$ cat config.mk
export PLATFORM = sky130hd
export DESIGN_NAME = fb_writer
export DESIGN_NICKNAME = d
export VERILOG_FILES = /design/src/rtl/fb_pkg.sv /design/src/rtl/fb_addr_gen.sv /design/src/rtl/fb_writer.sv
export SDC_FILE = /design/constraint.sdc
export NUM_CORES = 1
export LEC_CHECK = 0
export BUFFER_PORTS_ARGS = -buffer_cell sky130_fd_sc_hd__buf_2
export CAP_MARGIN = 10
export CELL_PAD_IN_SITES_DETAIL_PLACEMENT = 0
export CELL_PAD_IN_SITES_GLOBAL_PLACEMENT = 1
export CORE_MARGIN = 2
export CORE_UTILIZATION = 39
export DETAILED_ROUTE_END_ITERATION = 10
export GPL_ROUTABILITY_DRIVEN = 0
export PLACE_DENSITY_LB_ADDON = 0.1
export SLEW_MARGIN = 20
export SYNTH_ARGS = -nofsm -noshare
export SYNTH_HDL_FRONTEND = slang
export SYNTH_SLANG_ARGS = --single-unit
$ cat constraint.sdc
create_clock -name clk -period 2.2 [get_ports clk]
set_input_delay 0.55 -clock clk [delete_from_list [all_inputs] [get_ports clk]]
set_output_delay 0.55 -clock clk [all_outputs]
set_load 0.02 [all_outputs]
$ cat src/rtl/fb_pkg.sv
// ---------------------------------------------------------------------------
// fb_pkg -- shared definitions for the display framebuffer.
//   FB_W / FB_H   : framebuffer geometry in pixels (row-major RGB565 words)
//   FB_AW / FB_DW : BRAM address / data widths, shared with the LCD read side
//   op_e          : command opcodes accepted by fb_writer
//   state_e       : fb_writer control states
// ---------------------------------------------------------------------------
package fb_pkg;

    localparam int FB_W  = 240;
    localparam int FB_H  = 136;
    localparam int FB_AW = 15;
    localparam int FB_DW = 16;

    typedef enum logic [1:0] {
        OP_PIXEL = 2'd0,
        OP_RECT  = 2'd1,
        OP_CLEAR = 2'd2,
        OP_NOP   = 2'd3
    } op_e;

    typedef enum logic [1:0] {
        INIT   = 2'd0,
        IDLE   = 2'd1,
        FILL   = 2'd2,
        FINISH = 2'd3
    } state_e;

endpackage

$ cat src/rtl/fb_addr_gen.sv
// ---------------------------------------------------------------------------
// fb_addr_gen -- row-major raster walker for one rectangle.
//   load_i          : capture bounds, start at (x0_i, y0_i)
//   step_i          : advance to the next pixel (x innermost)
//   x0_i..y1_i      : inclusive rectangle bounds, sampled on load_i
//   addr_o          : row_base + x for the current pixel
//   last_o          : current pixel is (x1, y1)
// ---------------------------------------------------------------------------
module fb_addr_gen import fb_pkg::*; #(
    parameter int ROW_W = FB_W
) (
    input  logic             clk,
    input  logic             rst_n,
    input  logic             load_i,
    input  logic             step_i,
    input  logic [7:0]       x0_i,
    input  logic [7:0]       x1_i,
    input  logic [7:0]       y0_i,
    input  logic [7:0]       y1_i,
    output logic [FB_AW-1:0] addr_o,
    output logic             last_o
);

    localparam logic [FB_AW-1:0] ROW_STEP = FB_AW'(ROW_W);

    logic [7:0]       x_q, x_d, y_q, y_d;
    logic [7:0]       x0_q, x0_d, x1_q, x1_d, y1_q, y1_d;
    logic [FB_AW-1:0] row_base_q, row_base_d;
    logic [FB_AW-1:0] y0_w, row_base_init;

    // For a 240-wide buffer y*240 is (y<<8)-(y<<4); the intermediate may
    // exceed 15 bits but the modular result is still exact.
    assign y0_w          = {{(FB_AW-8){1'b0}}, y0_i};
    assign row_base_init = (ROW_W == 240) ? (y0_w << 8) - (y0_w << 4)
                                          : y0_w * ROW_STEP;

    // NOTE: every always_comb output gets a default first so that no path
    // leaves it unassigned, which would infer a latch.
    always_comb begin
        x_d        = x_q;
        y_d        = y_q;
        x0_d       = x0_q;
        x1_d       = x1_q;
        y1_d       = y1_q;
        row_base_d = row_base_q;
        if (load_i) begin
            x_d        = x0_i;
            y_d        = y0_i;
            x0_d       = x0_i;
            x1_d       = x1_i;
            y1_d       = y1_i;
            row_base_d = row_base_init;
        end else if (step_i) begin
            if (x_q == x1_q) begin
                x_d        = x0_q;
                y_d        = y_q + 8'd1;
                row_base_d = row_base_q + ROW_STEP;
            end else begin
                x_d = x_q + 8'd1;
            end
        end
    end

    // NOTE: state registers use non-blocking assignments so every flop
    // samples pre-edge values regardless of process evaluation order.
    always_ff @(posedge clk or negedge rst_n) begin
        if (!rst_n) begin
            x_q        <= '0;
            y_q        <= '0;
            x0_q       <= '0;
            x1_q       <= '0;
            y1_q       <= '0;
            row_base_q <= '0;
        end else begin
            x_q        <= x_d;
            y_q        <= y_d;
            x0_q       <= x0_d;
            x1_q       <= x1_d;
            y1_q       <= y1_d;
            row_base_q <= row_base_d;
        end
    end

    assign addr_o = row_base_q + {{(FB_AW-8){1'b0}}, x_q};
    assign last_o = (x_q == x1_q) && (y_q == y1_q);

endmodule

$ cat src/rtl/fb_writer.sv
// ---------------------------------------------------------------------------
// fb_writer -- write-side engine for the dual-port framebuffer (port A).
//   cmd_valid/cmd_ready : command handshake (cmd_ready is a register)
//   cmd_op              : 0 pixel, 1 rect fill, 2 clear, 3 no-op
//   cmd_x0..cmd_y1      : inclusive bounds; x1/y1 ignored for pixel
//   cmd_color           : RGB565 fill value
//   port_a_*            : BRAM write port, one word per clock
//   done                : pulse after the last write, or on a no-op
//   err                 : pulse when a command is rejected
// ---------------------------------------------------------------------------
module fb_writer #(
    parameter int FB_W = fb_pkg::FB_W,
    parameter int FB_H = fb_pkg::FB_H
) (
    input  logic                     clk,
    input  logic                     rst_n,
    input  logic                     cmd_valid,
    output logic                     cmd_ready,
    input  logic [1:0]               cmd_op,
    input  logic [7:0]               cmd_x0,
    input  logic [7:0]               cmd_x1,
    input  logic [7:0]               cmd_y0,
    input  logic [7:0]               cmd_y1,
    input  logic [15:0]              cmd_color,
    output logic [fb_pkg::FB_AW-1:0] port_a_address,
    output logic [fb_pkg::FB_DW-1:0] port_a_in,
    output logic                     port_a_we,
    output logic                     done,
    output logic                     err
);

    import fb_pkg::*;

    localparam logic [7:0] X_MAX = 8'(FB_W - 1);
    localparam logic [7:0] Y_MAX = 8'(FB_H - 1);

    state_e           state_q, state_d;
    logic             cmd_ready_q;
    logic             done_q, done_d, err_q, err_d;
    logic [FB_DW-1:0] color_q, color_d;
    logic             load, step, last, accept, in_range;
    logic [7:0]       nx0, nx1, ny0, ny1;
    op_e              op;

    assign op     = op_e'(cmd_op);
    assign accept = cmd_valid && cmd_ready_q;

    // Pixel and clear are rewritten as rectangles so one range check and
    // one address walker serve every writing command.
    always_comb begin
        nx0 = cmd_x0;
        nx1 = cmd_x1;
        ny0 = cmd_y0;
        ny1 = cmd_y1;
        unique case (op)
            OP_PIXEL: begin
                nx1 = cmd_x0;
                ny1 = cmd_y0;
            end
            OP_CLEAR: begin
                nx0 = 8'd0;
                nx1 = X_MAX;
                ny0 = 8'd0;
                ny1 = Y_MAX;
            end
            default: ;
        endcase
        in_range = (nx0 <= nx1) && (ny0 <= ny1) && (nx1 <= X_MAX) && (ny1 <= Y_MAX);
    end

    always_comb begin
        state_d = state_q;
        done_d  = 1'b0;
        err_d   = 1'b0;
        load    = 1'b0;
        step    = 1'b0;
        color_d = color_q;
        unique case (state_q)
            INIT: state_d = IDLE;
            IDLE: begin
                if (accept) begin
                    color_d = cmd_color;
                    if (op == OP_NOP) begin
                        state_d = FINISH;
                        done_d  = 1'b1;
                    end else if (!in_range) begin
                        state_d = FINISH;
                        err_d   = 1'b1;
                    end else begin
                        state_d = FILL;
                        load    = 1'b1;
                    end
                end
            end
            FILL: begin
                if (last) begin
                    state_d = FINISH;
                    done_d  = 1'b1;
                end else begin
                    step = 1'b1;
                end
            end
            FINISH: state_d = IDLE;
            default: state_d = INIT;
        endcase
    end

    // done/err are registered on entry to FINISH, so each is high for
    // exactly the single FINISH cycle.
    always_ff @(posedge clk or negedge rst_n) begin
        if (!rst_n) begin
            state_q     <= INIT;
            cmd_ready_q <= 1'b0;
            done_q      <= 1'b0;
            err_q       <= 1'b0;
            color_q     <= '0;
        end else begin
            state_q     <= state_d;
            cmd_ready_q <= (state_d == IDLE);
            done_q      <= done_d;
            err_q       <= err_d;
            color_q     <= color_d;
        end
    end

    fb_addr_gen #(.ROW_W(FB_W)) u_addr_gen (
        .clk    (clk),
        .rst_n  (rst_n),
        .load_i (load),
        .step_i (step),
        .x0_i   (nx0),
        .x1_i   (nx1),
        .y0_i   (ny0),
        .y1_i   (ny1),
        .addr_o (port_a_address),
        .last_o (last)
    );

    // Write enable decodes the state register directly, so an asynchronous
    // reset drops it immediately.
    assign port_a_we = (state_q == FILL);
    assign port_a_in = color_q;
    assign cmd_ready = cmd_ready_q;
    assign done      = done_q;
    assign err       = err_q;

endmodule
==> results of run 1 <==
==> worst register-to-register path: stages (launching register included) <==
cell and delay [ns]:
dfrtp_1 0.42, buf_4 0.17, xnor2_1 0.21, and4_1 0.32, nand2_1 0.18, mux2_2 0.30, mux2_2 0.27, mux2_2 0.27
==> cells in the final DEF, fill, tap and decap left out, drive strengths merged, types with 3 or more instances in the layout <==
cell	n
a21oi	26
and2	12
and3	4
and4	5
buf	235
bufinv	3
clkbuf	11
dfrtp	72
ha	29
inv	31
mux2	40
mux2i	37
nand2	34
nand2b	4
nand3	15
nand4	17
nor2	34
nor2b	3
nor3	7
nor3b	5
o21a	4
o21ai	15
o22ai	3
xnor2	34
xor2	19
==> flip-flops by register name (all words and copies together), names as in the netlist <==
register / count
cmd_ready: 1
done: 1
err: 1
port_a_in: 16
state_q: 2
u_addr_gen.row_base_q: 11
u_addr_gen.x0_q: 8
u_addr_gen.x1_q: 8
u_addr_gen.x_q: 8
u_addr_gen.y1_q: 8
u_addr_gen.y_q: 8
==> timing repair <==
action	in CTS	in global routing
resized for setup	61	36
setup buffers	37	8
setup endpoints to repair	61	62
pin swaps	8	19
gates cloned	6	1
hold buffers	0	0
==> power breakdown <==
group | total (mW) | internal (mW) | leakage (nW) | switching [mW]
sequential | 1.32 | 1.32 | 0.822 | 0
combinational | 0.672 | 0.353 | 2.92 | 0.319
clock | 1.72 | 1.11 | 0.163 | 0.608
==> layer usage <==
layer | vias to the layer above | track usage [%] | share of wire, %
li1 | 2233 | - | -
met1 | 2182 | 29.59 | 43
met2 | 91 | 41.23 | 51
met3 | 21 | 4.203 | 4.0
met4 | 0 | 9.176 | 1.8
met5 | - | 0 | 0
==> through the flow <==
step           cell area, µm²  cells  utilization [%]
2_1_floorplan            5216    503                -
3_3_place_gp             6610    851            52.81
3_5_place_dp             6610    851            52.81
4_1_cts                  7515    897            60.04
5_1_grt                  7711    903            61.61
6_report                 7711    903            61.61
==> how the worst min path moves through the flow <==
stage                                             to  cells after the start
5_1_grt        u_addr_gen.row_base_q[11]$_DFFE_PN0P_                      1
4_1_cts        u_addr_gen.row_base_q[11]$_DFFE_PN0P_                      1
6_report       u_addr_gen.row_base_q[11]$_DFFE_PN0P_                      1
3_5_place_dp   u_addr_gen.row_base_q[11]$_DFFE_PN0P_                      1
3_3_place_gp               port_a_in[10]$_DFFE_PN0P_                      1
2_1_floorplan                    cmd_ready$_DFF_PN0_                      0
==> cell type report <==
cell class | instances | area, µm² | area share [%]
well taps | 172 | 215.2 | 2.791
inverters | 30 | 112.6 | 1.460
multi-input cells | 377 | 3328 | 43.16
clock inverters | 6 | 115.1 | 1.493
flip-flops and latches | 72 | 1805 | 23.41
repair buffers | 236 | 1906 | 24.71
clock buffers | 10 | 229.0 | 2.969
==> logic make-up (layout without fill, tap and decap cells) <==
group | count (synthesis) | in the layout
simple gates | 143 | 144
mux | 77 | 77
compound gates | 74 | 74
flops | 72 | 72
buf+inv | 55 | 282
xor+xnor | 53 | 53
fa+ha+maj | 29 | 29
==> results.toml, run 1 <==
[sta]
relSlewSlack_pct = 63.62
tns_ns = -16.66
slew_violations = 0
holdWs_ns = 0.1249
fmax_mhz = 365.9
tightest_slew_ns = 0.5400
fin_ws_ns = -0.5329
period_share_pct = 124.2
hold_violations = 0
post-route-min-period_ns = 2.733
fin_worst_skew_ns = 0.005875
setup_viol = 61
rsz0062_at_grt = "true"

[synth]
synth_edf_count = 0
yosys.area.top_type = "dfrtp_1"
synth_ff_type = "dfrtp_1"
synth_top_area_share_pct = 36.37
synth_fa_ha_area_share_pct = 7.325
synth_fp_nets = 585
synth_top_family_by_area = "multiplexers"
yosys_warnings = 0
synth_compound_area_share_pct = 9.952
syn_avg_cell_area_um2 = 9.848
synthXorXnorAreaFrac_pct = 9.826
async_flop_share_pct = 100.0
ys_types = 59
synth_cells = 503
ys_top_cells_by_count = "dfrtp_1, mux2_2, mux2i_1"
syn-cell-area_um2 = 4954
synthMuxAreaShare_pct = 16.65
yosys.area_share.simple_pct = 15.10
ys_seq_elements = 72
synth_area_leaders = "dfrtp_1, mux2_2, mux2i_1, ha_1, xnor2_1"
seq_area_frac_synth_pct = 36.37
yosysMostFrequentCell = "dfrtp_1"

[global_route]
grt_pass1_vias = 4611
grt_pass1_wl_mm = 24.49
antenna_found_initial = 0
grt_max_degree = 33
grt_usage_pct = 23.83
grt-ovfl-total = 0

[detailed_routing]
drc_errors = 0
antenna_left = 0
first_iter_violations = 157
drt_wl_total_mm = 15.50
vias = 4527
wl_per_cell_um = 17.17
firstDrtPassIters = 4
viasPerCell = 5.013

[setup_path]
worstPathArrival_ns = 2.18
critical_path.startpoint_type = "register"
path_cells = "ha_4 -> a21oi_2 -> nor2b_2 -> o21a_1 -> o21a_4 -> nand2_4 -> xnor2_4 -> buf_4"
worstSetupEndpointType = "output port"
path_depth = 8
r2r_setup_slack_ns = -0.05
critical_path_required_ns = 1.65
endpoint = "port_a_address[10]"
slowest_stage = "dfrtp_2"
crit_start = "u_addr_gen.row_base_q[5]$_DFFE_PN0P_"
r2r_cells = 7
timing.critical_path.buf_inv = 1
cp_max_fo = 7
r2r_end = "u_addr_gen.x_q[4]$_DFFE_PN0P_"
cpPeakStageDelay_ns = 0.46
timing.rr.start = "u_addr_gen.x_q[4]$_DFFE_PN0P_"
crit_type = "reg -> out"
cp_top_family = "compound AO/OA/AOI/OAI gates"

[place]
place_ws_ns = -0.8192
dp_hpwl_mm = 11.52
io_buffers = 87

[die]
ios = 88
core_um2 = 12520
die_h_um = 116.7
std_cell_rows = 41
die_w_um = 116.7
start_util_pct = 39.57
die-area_um2 = 13620

[power_and_ir_drop]
power.total_mw = 3.719
powerDensity_nw_per_um2 = 482.2
vdd_drop_max_mv = 0.3747
p_leak_nw = 3.906

[clock_tree]
htreeDepth = 3
cts.sinks = 72
root_buffer = "clkbuf_16"
cts_buffers = 9
clockBufferDepth = 2
cts_tree = "yes"
clk_latency_ns = 0.34
clkSlewWorstSetupHoldPaths_ns = 0.06

[finish]
fillers = 1107
syn2layout_area_growth_pct = 55.67
fin_nets = 808
drive_above_1_share_pct = 48.43
antennaDiodeCount = 0

[hold_path]
hold_path_class = "in -> async"

[job]
maxCapViolations = 0

[outcome]
violations = "negative setup slack"
outcome = "finished with violations"
Note: power is estimated with default switching activity, not from simulation.
==> run 2, diff against run 1 <==
- SKIP_CTS_REPAIR_TIMING: default -> 1
==> run 2 against run 1 <==
The run still ends with negative setup slack left. First-iteration DRC count grew 9.6%. Wire length shrank 3.2%. Final cell count shrank 1.6%. Via count shrank 2.1%. Clock skew grew 0.0019 ns. Register-to-register slack is essentially flat. Utilization shrank 2.2 points. Worst hold slack lost 0.0020 ns. Total power shrank 2.2%. Clock power is essentially flat. Critical endpoint is now port_a_address[11].
==> results.toml, run 2 (synthesis gave the netlist of run 1 again) <==
[finish]
drive_above_1_share_pct = 46.03
multi_input_area_um2 = 3214
fillers = 1143
antennaDiodeCount = 0
fin_nets = 794
final_area_um2 = 7436
final_common_cell = "buf_4"
syn2layout_area_growth_pct = 50.11
largest_reg_flops = 16
register_area_um2 = 1805
layout_common_cells = "buf_4, buf_2, dfrtp_1"

[die]
die-area_um2 = 13620
die_h_um = 116.7
ios = 88
core_um2 = 12520
die_w_um = 116.7
std_cell_rows = 41
start_util_pct = 39.57

[sta]
relSlewSlack_pct = 64.49
rsz0062_at_grt = "true"
slew_violations = 0
fin_ws_ns = -0.4572
fmax_mhz = 376.3
fin_worst_skew_ns = 0.007742
tightest_slew_ns = 0.5271
period_share_pct = 120.8
setup_viol = 61
hold_violations = 0
post-route-min-period_ns = 2.657
holdWs_ns = 0.1229

[global_route]
grt_max_degree = 33
grt_pass1_vias = 4339
grt_pass1_wl_mm = 22.78
antenna_found_initial = 0
grt_usage_pct = 22.15
grt-ovfl-total = 0

[detailed_routing]
antenna_left = 0
drt_wl_total_mm = 15.01
met1_length_mm = 6.685
first_iter_violations = 172
wl_per_cell_um = 16.89
drc_errors = 0
firstDrtPassIters = 4
wl_met3_um = 481
viasPerCell = 4.985
vias = 4432
routed.top_layer = "met4"
met2WireLength_mm = 7.590

[setup_path]
crit_start = "u_addr_gen.row_base_q[5]$_DFFE_PN0P_"
r2r_end = "u_addr_gen.x_q[4]$_DFFE_PN0P_"
cp_top_family = "flip-flops"
worstSetupEndpointType = "output port"
critical_path.startpoint_type = "register"
timing.critical_path.buf_inv = 1
worstPathArrival_ns = 2.11
path_depth = 8
critical_path_required_ns = 1.65
endpoint = "port_a_address[11]"
path_cells = "ha_4 -> a21oi_4 -> nor2b_2 -> o21a_1 -> o21a_4 -> nand3_4 -> xnor2_4 -> buf_6"
r2r_cells = 7
cpPeakStageDelay_ns = 0.46
timing.rr.start = "u_addr_gen.x_q[4]$_DFFE_PN0P_"
crit_type = "reg -> out"
cp_max_fo = 7
slowest_stage = "dfrtp_2"
r2r_setup_slack_ns = -0.04

[place]
placed_area_um2 = 6610
io_buffers = 87
dp_hpwl_mm = 11.52

[clock_tree]
cts.sinks = 72
cts_tree = "yes"
clockBufferDepth = 2
htreeDepth = 3
root_buffer = "clkbuf_16"
clk_latency_ns = 0.34
cts_buffers = 9
clkSlewWorstSetupHoldPaths_ns = 0.06

[power_and_ir_drop]
vdd_drop_max_mv = 0.3765
p_leak_nw = 3.795
powerDensity_nw_per_um2 = 489.1

[outcome]
outcome = "finished with violations"
violations = "negative setup slack"

[job]
maxCapViolations = 0

[hold_path]
hold_path_class = "in -> async"
[run 2: cell types whose count changed in the layout (fill, tap and decap cells not counted), moves of 2 or more]
cell,before,now
a21oi_1,14,16
a21oi_4,3,1
buf_12,14,10
buf_16,3,0
buf_4,124,113
clkbuf_16,10,13
mux2_2,36,38
mux2_4,4,2
nand2_1,29,31
nand2_4,3,0
nor2_1,27,30
nor2_4,3,1
nor3b_1,1,3
nor3b_4,2,0
[run 2: where the power goes]
part           total [mW]  internal, mW  switching [mW]
clock network        1.72          1.11           0.602
logic               0.596         0.306           0.291
registers            1.32          1.32               0
[run 2: final cells by class]
cell class                      instances  area share (%)
Multi-Input combinational cell        377           43.23
Sequential cell                        72           24.28
Timing Repair Buffer                  222           23.46
Clock buffer                           10           3.079
Tap cell                              172           2.894
Clock inverter                          6           1.548
Inverter                               30           1.514
[run 2: per-layer routing]
layer	global-route usage [%]	up-vias
met5	0	-
met4	6.980	0
met3	3.944	14
met2	38.23	76
met1	28.22	2133
li1	-	2209
[run 2: metrics by stage]
| step | utilization, % | worst slack, ns | instances | total power [mW] | TNS (ns) |
|---|---|---|---|---|---|
| floorplan | - | -0.4716 | 503 | 1.588 | -21.95 |
| global placement | 52.81 | -0.7479 | 851 | 1.890 | -36.79 |
| detailed placement | 52.81 | -0.8192 | 851 | 1.900 | -39.82 |
| CTS | 55.56 | -0.6077 | 867 | 3.638 | -24.22 |
| global route | 59.41 | -0.5331 | 889 | 3.792 | -25.48 |
| finish | 59.41 | -0.4572 | 889 | 3.637 | -17.71 |
[run 2: worst min-delay path by stage]
stage	cells past startpoint	start	to
floorplan	0	rst_n	cmd_ready$_DFF_PN0_
finish	1	rst_n	u_addr_gen.row_base_q[11]$_DFFE_PN0P_
global route	1	rst_n	u_addr_gen.row_base_q[11]$_DFFE_PN0P_
detailed placement	1	rst_n	u_addr_gen.row_base_q[11]$_DFFE_PN0P_
global placement	1	port_a_in[10]$_DFFE_PN0P_	port_a_in[10]$_DFFE_PN0P_
CTS	1	rst_n	u_addr_gen.row_base_q[11]$_DFFE_PN0P_
==> run 3, diff against run 2 <==
- CORE_ASPECT_RATIO: default -> 0.7
==> run 3 against run 2 <==
Sequential cell count stayed put. Highest routed layer unchanged. Sequential share of layout area is 0.91 points lower. Largest power group unchanged. Via count is 2.4% higher. First-iteration DRC count is 33% higher. Register-to-register slack worse by 0.02 ns. The flow still finishes with violations (negative setup slack). Sequential power hardly changed. Clock power is 7% lower. Clock skew is 0.00052 ns lower. Worst hold slack better by 0.018 ns. Utilization is 2.7 points higher.
==> results.toml, run 3 (synthesis gave the netlist of run 1 again) <==
[power_and_ir_drop]
p_leak_nw = 3.827
p_clk_share_pct = 43.9
vdd_drop_max_mv = 0.3735
power.total_mw = 3.640
powerDensity_nw_per_um2 = 472.2
seqPwrFrac_pct = 36.4
p_sw_mw = 0.9571
combPwrFrac_pct = 19.7
switching_share_pct = 26.30
intPower_mw = 2.683

[sta]
fmax_mhz = 381.9
hold_violations = 0
slew_violations = 0
tightest_slew_ns = 0.4305
fin_ws_ns = -0.4182
relSlewSlack_pct = 71.30
rsz0062_at_grt = "true"
period_share_pct = 119.0
post-route-min-period_ns = 2.618
setup_viol = 61
fin_worst_skew_ns = 0.007226

[setup_path]
worstPathArrival_ns = 2.07
critical_path_required_ns = 1.65
path_cells = "ha_4 -> a21oi_4 -> nor2b_2 -> o21a_1 -> o21a_4 -> nand3_4 -> xnor2_4 -> buf_6"
r2r_setup_slack_ns = -0.06
r2r_cells = 9
slowest_stage = "dfrtp_1"
r2r_end = "u_addr_gen.row_base_q[7]$_DFFE_PN0P_"
cpPeakStageDelay_ns = 0.41
cp_top_family = "compound AO/OA/AOI/OAI gates"
crit_type = "reg -> out"
timing.rr.start = "u_addr_gen.x_q[5]$_DFFE_PN0P_"
cp_max_fo = 7
timing.critical_path.buf_inv = 1
critical_path.startpoint_type = "register"
worstSetupEndpointType = "output port"

[global_route]
grt_pass1_vias = 4464
antenna_found_initial = 0
grt_max_degree = 34
grt_usage_pct = 20.81
grt-ovfl-total = 0
grt_pass1_wl_mm = 22.51

[place]
place_ws_ns = -0.7599
io_buffers = 87
dp_hpwl_mm = 11.24
placed_area_um2 = 6558
dp.cells = 841

[clock_tree]
cts_tree = "yes"
root_buffer = "clkbuf_16"
clkSlewWorstSetupHoldPaths_ns = 0.06
htreeDepth = 3
clk_latency_ns = 0.34
cts_buffers = 9
clockBufferDepth = 2
cts.sinks = 72

[outcome]
outcome = "finished with violations"
violations = "negative setup slack"

[finish]
final_cells = 878
drive_above_1_share_pct = 52.65
antennaDiodeCount = 0
final_area_um2 = 7709
fin_util_pct = 62.06
final_common_cell = "buf_4"
layout_common_cells = "buf_4, buf_2, dfrtp_1"
syn2layout_area_growth_pct = 55.62
largest_reg_flops = 16
fin_nets = 793

[die]
ios = 88
die_w_um = 138.7
core_um2 = 12420
start_util_pct = 39.88
die_h_um = 98.29
die-area_um2 = 13630
std_cell_rows = 34

[job]
maxCapViolations = 0

[detailed_routing]
viasPerCell = 5.169
first_iter_violations = 228
drc_errors = 0
wl_per_cell_um = 17.37
firstDrtPassIters = 5
antenna_left = 0
vias = 4538
drt_wl_total_mm = 15.25

[hold_path]
hold_path_class = "in -> async"
==> run 3: layout make-up <==
class,instances,area [µm²]
Clock buffer,9,225.2
Clock inverter,7,95.09
Fill cell,1027,4713
Inverter,30,112.6
Multi-Input combinational cell,377,3505
Sequential cell,72,1802
Tap cell,162,202.7
Timing Repair Buffer,221,1767
==> run 3: worst max-delay path by stage <==
stage / from / slack, ns / cells past startpoint / end
floorplan: cmd_op[1] / -0.47 / 14 / u_addr_gen.x0_q[7]$_DFFE_PN0P_
global placement: cmd_op[1] / -0.65 / 14 / u_addr_gen.row_base_q[14]$_DFFE_PN0P_
detailed placement: cmd_op[0] / -0.76 / 13 / u_addr_gen.y_q[5]$_DFFE_PN0P_
CTS: u_addr_gen.x_q[5]$_DFFE_PN0P_ / -0.50 / 8 / port_a_address[14]
global route: u_addr_gen.x_q[5]$_DFFE_PN0P_ / -0.50 / 8 / port_a_address[14]
finish: u_addr_gen.x_q[5]$_DFFE_PN0P_ / -0.42 / 8 / port_a_address[11]
==> run 3: worst reg2reg max path: cells and delay by family, from the launching register on <==
| family | cells | cell delay [ns] |
|---|---|---|
| and+or+nand+nor | 2 | 0.26 |
| xor gates and xnor gates | 2 | 0.29 |
| AOI/OAI and AO/OA | 1 | 0.37 |
| muxes | 1 | 0.26 |
| DFF | 1 | 0.41 |
| buffers and inverters | 3 | 0.54 |
==> run 3: per-layer routing <==
metal | GRT usage [%] | wire, µm | vias to the layer above
met5 | 0 | 0 | -
met4 | 5.206 | 152 | 0
met3 | 3.776 | 748 | 14
met2 | 30.73 | 6517 | 134
met1 | 31.51 | 7834 | 2192
li1 | - | - | 2198
==> run 3: power by group through the flow <==
stage	registers [mW]	logic, mW	clock network (mW)
2_1_floorplan	1.35	0.239	0
3_3_place_gp	1.35	0.542	0
3_5_place_dp	1.35	0.558	0
4_1_cts	1.32	0.561	1.62
5_1_grt	1.32	0.772	1.68
6_report	1.32	0.718	1.60
==> run 3: per-stage QoR <==
step                setup TNS (ns)  hold slack [ns]
floorplan                   -21.95           0.2544
global placement            -32.43           0.4823
detailed placement          -36.98           0.4875
CTS                         -21.09           0.1495
global route                -18.57           0.1662
finish                      -13.25           0.1409
